## src/rtl/alu_pkg.sv

```systemverilog
// Shared types for the sequential ALU: opcodes, FSM states and NZCV flag positions.
package alu_pkg;

    typedef enum logic [2:0] {
        OP_ADD = 3'd0,
        OP_SUB = 3'd1,
        OP_CMP = 3'd2,
        OP_LSL = 3'd3,
        OP_LSR = 3'd4,
        OP_ASR = 3'd5,
        OP_AND = 3'd6,
        OP_MUL = 3'd7
    } alu_op_e;

    typedef enum logic [1:0] {
        IDLE = 2'd0,
        BUSY = 2'd1,
        DONE = 2'd2
    } alu_state_e;

    localparam int FLAG_N = 3;
    localparam int FLAG_Z = 2;
    localparam int FLAG_C = 1;
    localparam int FLAG_V = 0;

    function automatic logic [3:0] pack_nzcv(input logic n, input logic z, input logic c, input logic v);
        logic [3:0] f;
        f         = 4'b0000;
        f[FLAG_N] = n;
        f[FLAG_Z] = z;
        f[FLAG_C] = c;
        f[FLAG_V] = v;
        return f;
    endfunction

endpackage

```

## src/rtl/alu_mul_iter.sv

```systemverilog
// Iterative shift-add multiplier, one multiplier bit per cycle; signed operands are
// handled as magnitudes and the product is negated on the final iteration.
module alu_mul_iter #(
    parameter int WIDTH = 32
) (
    input  logic             clk,
    input  logic             rst,
    input  logic             start,
    input  logic             is_signed,
    input  logic [WIDTH-1:0] a,
    input  logic [WIDTH-1:0] b,
    output logic             busy,
    output logic             done,
    output logic [WIDTH-1:0] product,
    output logic             ovf
);

    localparam int CNT_W = $clog2(WIDTH);
    localparam logic [CNT_W-1:0] LAST = CNT_W'(WIDTH - 1);

    logic                 busy_reg;
    logic [CNT_W-1:0]     cnt_reg;
    logic [2*WIDTH-1:0]   mcand_reg;
    logic [WIDTH-1:0]     mplier_reg;
    logic [2*WIDTH-1:0]   acc_reg;
    logic                 neg_reg;
    logic                 signed_reg;

    logic [WIDTH-1:0]     a_mag;
    logic [WIDTH-1:0]     b_mag;
    logic [2*WIDTH-1:0]   acc_next;
    logic [2*WIDTH-1:0]   full_next;
    logic [WIDTH-1:0]     hi_next;

    assign a_mag     = (is_signed && a[WIDTH-1]) ? -a : a;
    assign b_mag     = (is_signed && b[WIDTH-1]) ? -b : b;
    assign acc_next  = acc_reg + (mplier_reg[0] ? mcand_reg : '0);
    // The result is taken straight from the last accumulation so it lands in the same edge.
    assign full_next = neg_reg ? -acc_next : acc_next;
    assign hi_next   = full_next[2*WIDTH-1:WIDTH];

    assign product = full_next[WIDTH-1:0];
    assign ovf     = signed_reg ? (hi_next != {WIDTH{full_next[WIDTH-1]}}) : (hi_next != '0);
    assign done    = busy_reg && (cnt_reg == LAST);
    assign busy    = busy_reg;

    always_ff @(posedge clk or posedge rst) begin
        if (rst) begin
            busy_reg   <= 1'b0;
            cnt_reg    <= '0;
            mcand_reg  <= '0;
            mplier_reg <= '0;
            acc_reg    <= '0;
            neg_reg    <= 1'b0;
            signed_reg <= 1'b0;
        end else if (start) begin
            busy_reg   <= 1'b1;
            cnt_reg    <= '0;
            mcand_reg  <= {{WIDTH{1'b0}}, a_mag};
            mplier_reg <= b_mag;
            acc_reg    <= '0;
            neg_reg    <= is_signed && (a[WIDTH-1] ^ b[WIDTH-1]);
            signed_reg <= is_signed;
        end else if (busy_reg) begin
            acc_reg    <= acc_next;
            mcand_reg  <= mcand_reg << 1;
            mplier_reg <= mplier_reg >> 1;
            cnt_reg    <= cnt_reg + 1'b1;
            if (done) begin
                busy_reg <= 1'b0;
            end
        end
    end

endmodule

```

## src/rtl/alu_seq.sv

```systemverilog
// Registered ALU with valid/ready handshakes and an NZCV register.
// Define ALU_SEQ_MUL_EN to build the iterative multiplier; otherwise MUL returns 0 without write-back.
module alu_seq
    import alu_pkg::*;
#(
    parameter int WIDTH   = 32,
    parameter int SHAMT_W = $clog2(WIDTH)
) (
    input  logic             clk_i,
    input  logic             reset_i,
    input  logic             valid_i,
    output logic             ready_o,
    input  logic [WIDTH-1:0] data1_i,
    input  logic [WIDTH-1:0] data2_i,
    input  alu_op_e          opcode_i,
    input  logic             signed_i,
    input  logic             set_status_i,
    output logic             valid_o,
    input  logic             ready_i,
    output logic [WIDTH-1:0] data_o,
    output logic             wr_en_o,
    output logic [3:0]       status_o
);

    localparam logic [WIDTH-1:0] WIDTH_V = WIDTH'(WIDTH);

    alu_state_e       state_reg;
    logic [WIDTH-1:0] data_reg;
    logic             wr_en_reg;
    logic             c_reg;
    logic             v_reg;
    logic             upd_reg;
    logic [3:0]       status_reg;

    logic             accept;
    logic             go_busy;
    logic             upd_ok;
    logic             mul_done;
    logic [WIDTH-1:0] mul_res;
    logic             mul_ovf;

    logic [WIDTH:0]   add_ext;
    logic [WIDTH:0]   sub_ext;
    logic [WIDTH:0]   lsl_ext;
    logic [WIDTH:0]   lsr_ext;
    logic [WIDTH:0]   asr_ext;
    logic [SHAMT_W-1:0] shamt;
    logic             shift_big;

    logic [WIDTH-1:0] alu_res;
    logic             alu_c;
    logic             alu_v;
    logic             alu_wr;

    assign accept = valid_i && (state_reg == IDLE);

`ifdef ALU_SEQ_MUL_EN
    logic mul_start;
    logic mul_busy;

    assign mul_start = accept && (opcode_i == OP_MUL) && !mul_busy;
    assign go_busy   = (opcode_i == OP_MUL);
    assign upd_ok    = set_status_i;

    alu_mul_iter #(
        .WIDTH(WIDTH)
    ) u_mul (
        .clk       (clk_i),
        .rst       (reset_i),
        .start     (mul_start),
        .is_signed (signed_i),
        .a         (data1_i),
        .b         (data2_i),
        .busy      (mul_busy),
        .done      (mul_done),
        .product   (mul_res),
        .ovf       (mul_ovf)
    );
`else
    logic unused_signed;

    assign unused_signed = signed_i;
    assign go_busy       = 1'b0;
    assign upd_ok        = set_status_i && (opcode_i != OP_MUL);
    assign mul_done      = 1'b0;
    assign mul_res       = '0;
    assign mul_ovf       = 1'b0;
`endif

    // Shifts carry one extra bit so the last bit shifted out falls out for free (0 for shamt 0).
    assign add_ext   = {1'b0, data1_i} + {1'b0, data2_i};
    assign sub_ext   = {1'b0, data1_i} + {1'b0, ~data2_i} + {{WIDTH{1'b0}}, 1'b1};
    assign shamt     = data2_i[SHAMT_W-1:0];
    assign shift_big = (data2_i >= WIDTH_V);
    assign lsl_ext   = {1'b0, data1_i} << shamt;
    assign lsr_ext   = {data1_i, 1'b0} >> shamt;
    assign asr_ext   = $signed({data1_i, 1'b0}) >>> shamt;

    always_comb begin
        alu_res = '0;
        alu_c   = 1'b0;
        alu_v   = 1'b0;
        alu_wr  = 1'b1;
        case (opcode_i)
            OP_ADD: begin
                alu_res = add_ext[WIDTH-1:0];
                alu_c   = add_ext[WIDTH];
                alu_v   = (data1_i[WIDTH-1] == data2_i[WIDTH-1]) && (alu_res[WIDTH-1] != data1_i[WIDTH-1]);
            end
            OP_SUB, OP_CMP: begin
                alu_res = sub_ext[WIDTH-1:0];
                alu_c   = sub_ext[WIDTH];
                alu_v   = (data1_i[WIDTH-1] != data2_i[WIDTH-1]) && (alu_res[WIDTH-1] != data1_i[WIDTH-1]);
                alu_wr  = (opcode_i == OP_SUB);
            end
            // Out-of-range logical shifts report C=0; arithmetic ones replicate the sign.
            OP_LSL: begin
                alu_res = shift_big ? '0 : lsl_ext[WIDTH-1:0];
                alu_c   = shift_big ? 1'b0 : lsl_ext[WIDTH];
            end
            OP_LSR: begin
                alu_res = shift_big ? '0 : lsr_ext[WIDTH:1];
                alu_c   = shift_big ? 1'b0 : lsr_ext[0];
            end
            OP_ASR: begin
                alu_res = shift_big ? {WIDTH{data1_i[WIDTH-1]}} : asr_ext[WIDTH:1];
                alu_c   = shift_big ? data1_i[WIDTH-1] : asr_ext[0];
            end
            OP_AND: begin
                alu_res = data1_i & data2_i;
            end
            default: begin
                alu_wr = 1'b0;
            end
        endcase
    end

    always_ff @(posedge clk_i or posedge reset_i) begin
        if (reset_i) begin
            state_reg  <= IDLE;
            data_reg   <= '0;
            wr_en_reg  <= 1'b0;
            c_reg      <= 1'b0;
            v_reg      <= 1'b0;
            upd_reg    <= 1'b0;
            status_reg <= 4'b0000;
        end else begin
            case (state_reg)
                IDLE: begin
                    if (valid_i) begin
                        upd_reg <= upd_ok;
                        if (go_busy) begin
                            state_reg <= BUSY;
                        end else begin
                            state_reg <= DONE;
                            data_reg  <= alu_res;
                            wr_en_reg <= alu_wr;
                            c_reg     <= alu_c;
                            v_reg     <= alu_v;
                        end
                    end
                end
                BUSY: begin
                    if (mul_done) begin
                        state_reg <= DONE;
                        data_reg  <= mul_res;
                        wr_en_reg <= 1'b1;
                        c_reg     <= mul_ovf;
                        v_reg     <= mul_ovf;
                    end
                end
                DONE: begin
                    if (ready_i) begin
                        state_reg <= IDLE;
                        if (upd_reg) begin
                            status_reg <= pack_nzcv(data_reg[WIDTH-1], data_reg == '0, c_reg, v_reg);
                        end
                    end
                end
                default: state_reg <= IDLE;
            endcase
        end
    end

    assign ready_o  = (state_reg == IDLE);
    assign valid_o  = (state_reg == DONE);
    assign data_o   = data_reg;
    assign wr_en_o  = wr_en_reg;
    assign status_o = status_reg;

endmodule
```

## config.mk

```make
export PLATFORM = sky130hd
export DESIGN_NAME = alu_seq
export DESIGN_NICKNAME = d
export VERILOG_FILES = /design/src/rtl/alu_pkg.sv /design/src/rtl/alu_mul_iter.sv /design/src/rtl/alu_seq.sv
export SDC_FILE = /design/constraint.sdc
export NUM_CORES = 1
export LEC_CHECK = 0
export BUFFER_PORTS_ARGS = -buffer_cell sky130_fd_sc_hd__buf_2
export CELL_PAD_IN_SITES_DETAIL_PLACEMENT = 0
export CELL_PAD_IN_SITES_GLOBAL_PLACEMENT = 1
export CORE_MARGIN = 8
export CORE_UTILIZATION = 42
export DETAILED_ROUTE_END_ITERATION = 10
export PLACE_DENSITY = 0.81
export SYNTH_ARGS = -nofsm -noshare
export SYNTH_HDL_FRONTEND = slang
export SYNTH_SLANG_ARGS = --single-unit
```

## constraint.sdc

```tcl
create_clock -name clk_i -period 3.6 [get_ports clk_i]
set_input_delay 0.54 -clock clk_i [delete_from_list [all_inputs] [get_ports clk_i]]
set_output_delay 0.54 -clock clk_i [all_outputs]
set_load 0.05 [all_outputs]
```

# Word level (Yosys, flattened, before mapping)
# Index checks and enable logic that the tools add are counted.
# totals
word_cells	56
regBits	42
out_inout_bits	39
in_bits	73
# classes
reduce_logical	11
eq_ne	15
shifts	3
magnitude_cmp	1
n_addsub	3
muxes	13
bitwise	3
# op_table
operator	n
one-hot mux 32 bit (6 select lines)	1
two-way mux 32 bit	3
adder 32 x 32 -> 33 bit	2
adder 33 x 1 -> 33 bit (second input constant)	1
<< shifter 32 x 5 -> 33 bit	1
right shift 33 x 5 -> 33 bit	1
>>> shifter 33 x 5 -> 33 bit	1
bitwise AND 32 bit	1
greater-or-equal comparator 32 x 6 -> 1 bit (second input constant)	1
logical NOT 32 bit	1
NOT 32 bit	1
== test 3 bit (second input constant)	3
== test 3 x 2 -> 1 bit (second input constant)	2
one-hot mux 2 bit (3 select lines)	1
AND reduction 3 bit	2
one-hot mux 1 bit (5 select lines)	1
OR reduction 5 bit	1
two-way mux 2 bit	2
one-hot mux 1 bit (2 select lines)	2
== test 3 x 1 -> 1 bit (second input constant)	1
logical AND 1 bit	3
logical NOT 3 bit	1
two-way mux 1 bit	3
!= test 1 bit	3
10 further kinds	10

# Longest topological paths before layout
# Gate-level depths: netlist of the first run.
# logic_depth
depth_word	6
depth_mapped	14
ltp_nobuf	13

# Worst setup path after synthesis of the first run
# Ideal clock, no wire load.
# synth_path
kind	input to register
from	input data2_i[3]
to	register data_reg[22], in the netlist data_o[22]
required_time_ns	3.458
path_buffers	3
slack_ns	0.047
cell_stages	14
t_arrival_ns	3.411
cell_sequence	inv_1 > clkbuf_1 > clkbuf_1 > ha_1 > buf_4 > and3_1 > a221oi_2 > o2111a_1 > o41ai_4 > a311oi_2 > nor2_1 > xnor2_1 > a221oi_2 > o221ai_1
# synth_between
elab_chain_cells	4
word_cells_on_any_way	12
# synth_lines
item	line_no	rtl
from (decl)	alu_seq.sv:14	input logic [WIDTH-1:0] data2_i,
NOT 32 bit	alu_seq.sv:92	assign sub_ext = {1'b0, data1_i} + {1'b0, ~data2_i} + {{WIDTH{1'b0}}, 1'b1};
adder 32 x 32 -> 33 bit	alu_seq.sv:92	
adder 33 x 1 -> 33 bit	alu_seq.sv:92	
one-hot mux 32 bit (6 select lines) *	alu_seq.sv:104	case (opcode_i)
to (signal assigned)	alu_seq.sv:156	data_reg <= alu_res;
to (signal assigned)	alu_seq.sv:166	data_reg <= mul_res;
to (decl)	alu_seq.sv:28	logic [WIDTH-1:0] data_reg;
# Every way passes the cells marked *; elsewhere a longest branch is shown, timed or not.
# A chain may end at the register's enable or synchronous reset.

# Worst setup path after layout of the first run
# layout_path
from	input data1_i[0]
to	register data_reg[22], in the netlist data_o[22]
# layout_between
elab_chain_cells	3
word_cells_on_any_way	10
# layout_lines
item	line_no	rtl
from (decl)	alu_seq.sv:13	input logic [WIDTH-1:0] data1_i,
adder 32 x 32 -> 33 bit (tied with other cells)	alu_seq.sv:92	
adder 33 x 1 -> 33 bit (tied with other cells)	alu_seq.sv:92	
one-hot mux 32 bit (6 select lines) *	alu_seq.sv:104	
# Marked as above.

==> out/metrics.cfg, run 1 <==
[outcome]
status=finished clean

[power]
peakVddDrop_v=0.0003397
p_leak_uw=0.005142
seqPwrFrac=0.187
power_density_nw_per_um2=300.6
switching_share=0.5198
p_int_uw=1730
power_frac_clock=0.145
p_sw_uw=1873
p_comb_frac=0.668

[drt]
remaining_drc_errors=0
vias=12710
drt_pre_antenna_iters=7
wire_per_inst_um=26.86
routed_wl_um=50390
first_iter_violations=1861
postRouteAntennaNets=0
via_per_inst=6.777

[synthesis]
synth_xor_area_frac=0.01015
synth_fp_nets=1561
netlist_area_um2=10350
synthMuxAreaShare=0.1773
seq_area_frac_synth=0.09913
synth_area_leaders=dfrtp_1, mux4_2, ha_1
synth-edff-count=0
syn_avg_cell_area_um2=7.284
yosysTopAreaCell=dfrtp_1
synthSimpleGateAreaFrac=0.1969
synth_compound_area_frac=0.3544
synth_top_family_by_area=compound AO/OA/AOI/OAI gates
synth_warnings=0
synth_cells=1421
yosysUniqueCellTypes=88
yosysTopAreaCellShare=0.09913
synth_fa_ha_area_frac=0.08245
async_flop_share=1.000
ys.flop_type=dfrtp_1
ys_seq_elements=41

[critical_path]
worstPathMaxFanout=4
cp_data_arrival_time_ps=3550
criticalPathCategory=primary input to flop
worstSetupStartpointType=primary input
ff2ff_setup_slack_ps=1520
path_buf_inv=4
critPathTopFamily=compound AO/OA/AOI/OAI gates
r2r.worst_path.cells=7
slowest_stage=a311oi_2
r2r_end=data_o[24]
reg2reg_from=state_reg[1]
crit_chain=buf_2 > inv_1 > ha_1 > inv_1 > fa_1 > a21o_1 > a221oi_2 > buf_4 > o2111a_1 > o41ai_4 > a311oi_2 > nor2_1 > xnor2_1 > a221oi_2 > o221ai_1
crit_path_max_incr_delay_ps=410
crit_cells=15
end_kind=flop
critPathRequiredTime_ps=3750

[timing]
rsz0062_at_grt=no
fmax_mhz=294.0
slew_viol_final=0
hold_violations=0
skew_ps=6.670
fin_crit_sh=0.9447
tightest_slew_ps=988.0
relSlewSlack=0.3406
hold_ws_ps=449.9
setup_slack_ps=199.0
fin_crit_ps=3401
finalSetupTns_ps=0
finalSetupViolCount=0

[cells_and_area]
nets=1689
postLayoutCellArea_um2=11990
syn2layout_area_growth_pct=15.82
final_layout_size_suffix_gt1_frac=0.2310
largest_reg_flops=32

[placed_design]
gp_congestion=1.020
dp_slack_ps=1.665
port_buffers=110
dp_hpwl_um=40220
dpl-instance-area_um2=11810

[clock_network]
clk_latency_ps=290
clk_path_buf_depth=2
cts_tree=yes
cts_root_buffer=clkbuf_16
htreeDepth=2
clkSinkCount=41
cts_hold_buf=0
path_clk_slew_ps=60
post_cts_buffers=0
cts_resized=0
numCtsBuffers=5

[floorplanning]
core_area_um2=24250
die-area_um2=29920
die_y_um=173.0
row_count=57
die-width_um=173.0
ios=112
start_util=0.4268

[global_route]
grt_start_max_net_pins=91
grt_pass1_wl_um=75130
track_usage=0.3186
grt_pass1_vias=11800
globalRouteOverflowTotal=0
grt_antenna_before_repair=2

[worst_hold_path]
whs_path_depth=2
hp-start=ready_i
worstHoldPathType=primary input to flop
holdPathEnd=state_reg[1]

[run]
cap_violations=0

[layout by cell type, fill, tap and decap left out, types with 6 or more instances in the layout]
| cell type | Yosys | layout |
|---|---|---|
| o21ai_0 | 107 | 106 |
| a221oi_1 | 26 | 26 |
| nand2_1 | 143 | 143 |
| o221ai_1 | 16 | 16 |
| buf_12 | 0 | 7 |
| xnor2_1 | 10 | 10 |
| a21oi_1 | 143 | 143 |
| o21a_1 | 14 | 14 |
| mux4_2 | 38 | 38 |
| a22oi_1 | 8 | 8 |
| a211oi_1 | 26 | 26 |
| o31ai_1 | 15 | 15 |
| o311ai_0 | 7 | 7 |
| dfrtp_1 | 41 | 41 |
| o211ai_1 | 14 | 14 |
| nand3_1 | 31 | 31 |
| and3_1 | 6 | 6 |
| a22o_1 | 7 | 7 |
| o21bai_1 | 12 | 12 |
| o21ai_1 | 5 | 6 |
| ha_1 | 65 | 65 |
| a31oi_1 | 24 | 23 |
| o22ai_1 | 12 | 12 |
| nand4_1 | 12 | 12 |
| nor2b_1 | 11 | 11 |
| nor4_1 | 16 | 16 |
| inv_1 | 69 | 69 |
| buf_2 | 31 | 107 |
| nor3_1 | 34 | 33 |
| a311oi_1 | 6 | 6 |
| a221o_1 | 14 | 14 |
| buf_4 | 15 | 121 |
| or2_2 | 6 | 6 |
| nor2_1 | 135 | 133 |
| or3_1 | 10 | 10 |
| mux2_2 | 31 | 31 |
| nand2b_1 | 18 | 18 |
| a21o_1 | 21 | 21 |
| mux2i_1 | 63 | 63 |
[cells in the mapped netlist, types with 6 or more instances]
cell,count
nor4_1,16
buf_4,15
dfrtp_1,41
clkbuf_1,60
a21oi_1,143
inv_1,69
nand3_1,31
a311oi_1,6
o31ai_1,15
o221ai_1,16
a21o_1,21
a211oi_1,26
nor3_1,34
nand2b_1,18
a31oi_1,24
a22oi_1,8
ha_1,65
o311ai_0,7
a221o_1,14
or2_2,6
or3_1,10
nor2_1,135
mux2i_1,63
o22ai_1,12
o21a_1,14
nand2_1,143
a22o_1,7
buf_2,31
mux2_2,31
and3_1,6
xnor2_1,10
o211ai_1,14
o21bai_1,12
a221oi_1,26
nand4_1,12
mux4_2,38
o21ai_0,107
nor2b_1,11
[cells by family after synthesis]
family / Yosys count
adders and majority gates: 67
AOI/OAI and AO/OA: 537
xor gates and xnor gates: 12
and+or+nand+nor: 444
DFF: 41
buffers and inverters: 188
muxes: 132
[worst max-delay path by stage]
stage                     from         end  slack (ps)
detailed placement  data1_i[0]  data_o[22]           2
CTS                 data1_i[0]  data_o[22]         290
floorplan           data2_i[3]  data_o[22]          50
global placement    data1_i[0]  data_o[22]           9
global route        data1_i[0]  data_o[30]         120
finish              data1_i[0]  data_o[22]         200
[through the flow]
step	power (µW)	cells	util
final	3603	1876	0.4944
after global routing	3772	1875	0.4943
after CTS	3555	1874	0.4942
after detailed placement	3028	1866	0.4870
after global placement	3012	1866	0.4870
after floorplan	2205	1421	-
[layer usage]
| metal | up-vias | GRT usage | share of wire |
|---|---|---|---|
| met5 | - | 0 | 0.00024 |
| met4 | 2 | 0.09738 | 0.031 |
| met3 | 80 | 0.04683 | 0.10 |
| met2 | 773 | 0.4928 | 0.44 |
| met1 | 6211 | 0.4492 | 0.43 |
| li1 | 5647 | - | - |
[cell type report]
| class | instances | area (µm²) |
|---|---|---|
| diodes | 2 | 5.005 |
| clock buffers | 7 | 142.6 |
| multi-input cells | 1192 | 8517 |
| repair buffers | 235 | 1584 |
| clock inverters | 1 | 30.03 |
| inverters | 74 | 277.8 |
| well taps | 324 | 405.4 |
| flip-flops and latches | 41 | 1026 |
| fillers | 2538 | 12260 |
[power by group through the flow]
| stage | Combinational (µW) | Clock, µW | Sequential, µW |
|---|---|---|---|
| floorplan | 1200 | 0 | 1010 |
| global placement | 2340 | 0 | 677 |
| detailed placement | 2350 | 0 | 683 |
| CTS | 2350 | 526 | 675 |
| global route | 2540 | 542 | 689 |
| finish | 2410 | 521 | 675 |
No activity file was read; power rests on OpenSTA's default activity.
==> inputs of run 2 (changes only) <==
--- a/config.mk
+++ b/config.mk
@@ -10,8 +10,10 @@
 export CELL_PAD_IN_SITES_GLOBAL_PLACEMENT = 1
 export CORE_MARGIN = 8
 export CORE_UTILIZATION = 42
+export CTS_CLUSTER_SIZE = 12
 export DETAILED_ROUTE_END_ITERATION = 10
 export PLACE_DENSITY = 0.81
+export RECOVER_POWER = 25
 export SYNTH_ARGS = -nofsm -noshare
 export SYNTH_HDL_FRONTEND = slang
 export SYNTH_SLANG_ARGS = --single-unit
==> run 2 against run 1 <==
- worst hold slack is essentially flat
- worst setup slack improved by 14 ps
- sequential share of layout area about the same
- combinational power about the same
- die area stayed put
- critical path type unchanged
- largest cell class unchanged
==> out/metrics.cfg, run 2 (synthesis gave the netlist of run 1 again) <==
[outcome]
status=finished clean

[clock_network]
numCtsBuffers=5
cts_tree=yes
clkSinkCount=41
htreeDepth=2
post_cts_buffers=0
path_clk_slew_ps=70
clk_path_buf_depth=2
cts_hold_buf=0
clk_latency_ps=290
cts_resized=0
cts_root_buffer=clkbuf_16

[placed_design]
port_buffers=110
dp_hpwl_um=40220
dp.cells=1866
gp_congestion=1.020

[timing]
relSlewSlack=0.3404
finalSetupTns_ps=0
hold_ws_ps=450.3
tightest_slew_ps=988.3
slew_viol_final=0
finalSetupViolCount=0
rsz0062_at_grt=no
fin_crit_sh=0.9409
fmax_mhz=295.2
skew_ps=8.934
fin_crit_ps=3387
hold_violations=0

[critical_path]
worstSetupStartpointType=primary input
worstPathMaxFanout=4
critPathRequiredTime_ps=3750
crit_path_max_incr_delay_ps=410
crit_chain=buf_2 > inv_1 > ha_1 > inv_1 > fa_1 > a21o_1 > a221oi_2 > buf_4 > o2111a_1 > o41ai_4 > a311oi_2 > nor2_1 > xnor2_1 > a221oi_2 > o221ai_1
critPathTopFamily=compound AO/OA/AOI/OAI gates
criticalPathCategory=primary input to flop
end_kind=flop
cp_data_arrival_time_ps=3540
path_buf_inv=4
slowest_stage=a311oi_2

[floorplanning]
start_util=0.4268
die_y_um=173.0
row_count=57
core_area_um2=24250
ios=112
die-width_um=173.0
die-area_um2=29920

[cells_and_area]
final_cell_mix=nand2_1, a21oi_1, nor2_1
largest_reg_flops=32
final_layout_size_suffix_gt1_frac=0.2303
fillers=2541
syn2layout_area_growth_pct=15.76
fin_cells=1875
nets=1689

[global_route]
grt_start_max_net_pins=91
grt_pass1_wl_um=75130
globalRouteOverflowTotal=0
grt_antenna_before_repair=2
track_usage=0.3186
grt_pass1_vias=11800

[power]
seqPwrFrac=0.187
p_sw_uw=1875
p_int_uw=1729
p_comb_frac=0.668
power_frac_clock=0.145
p_leak_uw=0.005138
peakVddDrop_v=0.0003397
power_density_nw_per_um2=300.8
switching_share=0.5201

[worst_hold_path]
worstHoldPathType=primary input to flop

[drt]
remaining_drc_errors=0
via_per_inst=6.769
first_iter_violations=1861
drt_pre_antenna_iters=6
routed_wl_um=50380
postRouteAntennaNets=0
wire_per_inst_um=26.87
vias=12690

[run]
cap_violations=0

## run 2: per-layer routing
layer	global-route usage	wire length, µm	up-vias	share of wire
li1	-	-	5644	-
met1	0.4492	21680	6218	0.43
met2	0.4928	22240	752	0.44
met3	0.04683	4860	76	0.096
met4	0.09738	1576	2	0.031
met5	0	12	-	0.00024
## run 2: power by group through the flow
stage	combinational [µW]	sequential, µW	clock (µW)
after global placement	2340	677	0
after CTS	2350	675	526
after global routing	2540	689	542
after detailed placement	2350	683	0
final	2410	675	523
after floorplan	1200	1010	0
## run 2: final cells by class
cell class,count,area [µm²],share of cell area
multi-input cells,1192,8517,0.7108
repair buffers,235,1580,0.1319
flip-flops and latches,41,1026,0.08563
well taps,324,405.4,0.03383
inverters,74,277.8,0.02318
clock buffers,7,142.6,0.01190
clock inverters,1,30.03,0.002506
diodes,1,2.502,0.0002089
## run 2: worst register-to-register path, delay by kind of cell, from the launching register on
| kind | cells | cell delay (ps) |
|---|---|---|
| simple gates | 1 | 210 |
| compound gates | 4 | 930 |
| buf+inv | 2 | 390 |
| flops | 1 | 420 |
## run 2: final timing paths
check                           cells past startpoint    startpoint            to  slack [ps]
worst max-delay path                               15    data1_i[0]    data_o[22]         210
worst min-delay path                                2       ready_i  state_reg[1]         450
worst max register to register                      7  state_reg[1]    data_o[24]        1530
worst min register to register                      2   status_o[2]   status_o[2]         480
max in group asynchronous                           3       reset_i    data_o[30]        2340
min in group asynchronous                           2       reset_i  state_reg[1]         480
## run 2: per-stage QoR
stage	area (µm²)	util	setup WS (ps)	power, µW
after floorplan	10350	-	47.28	2205
after global placement	11810	0.4870	8.925	3012
after detailed placement	11810	0.4870	1.665	3028
after CTS	11980	0.4942	290.2	3555
after global routing	11980	0.4941	123.6	3771
final	11980	0.4941	212.7	3604
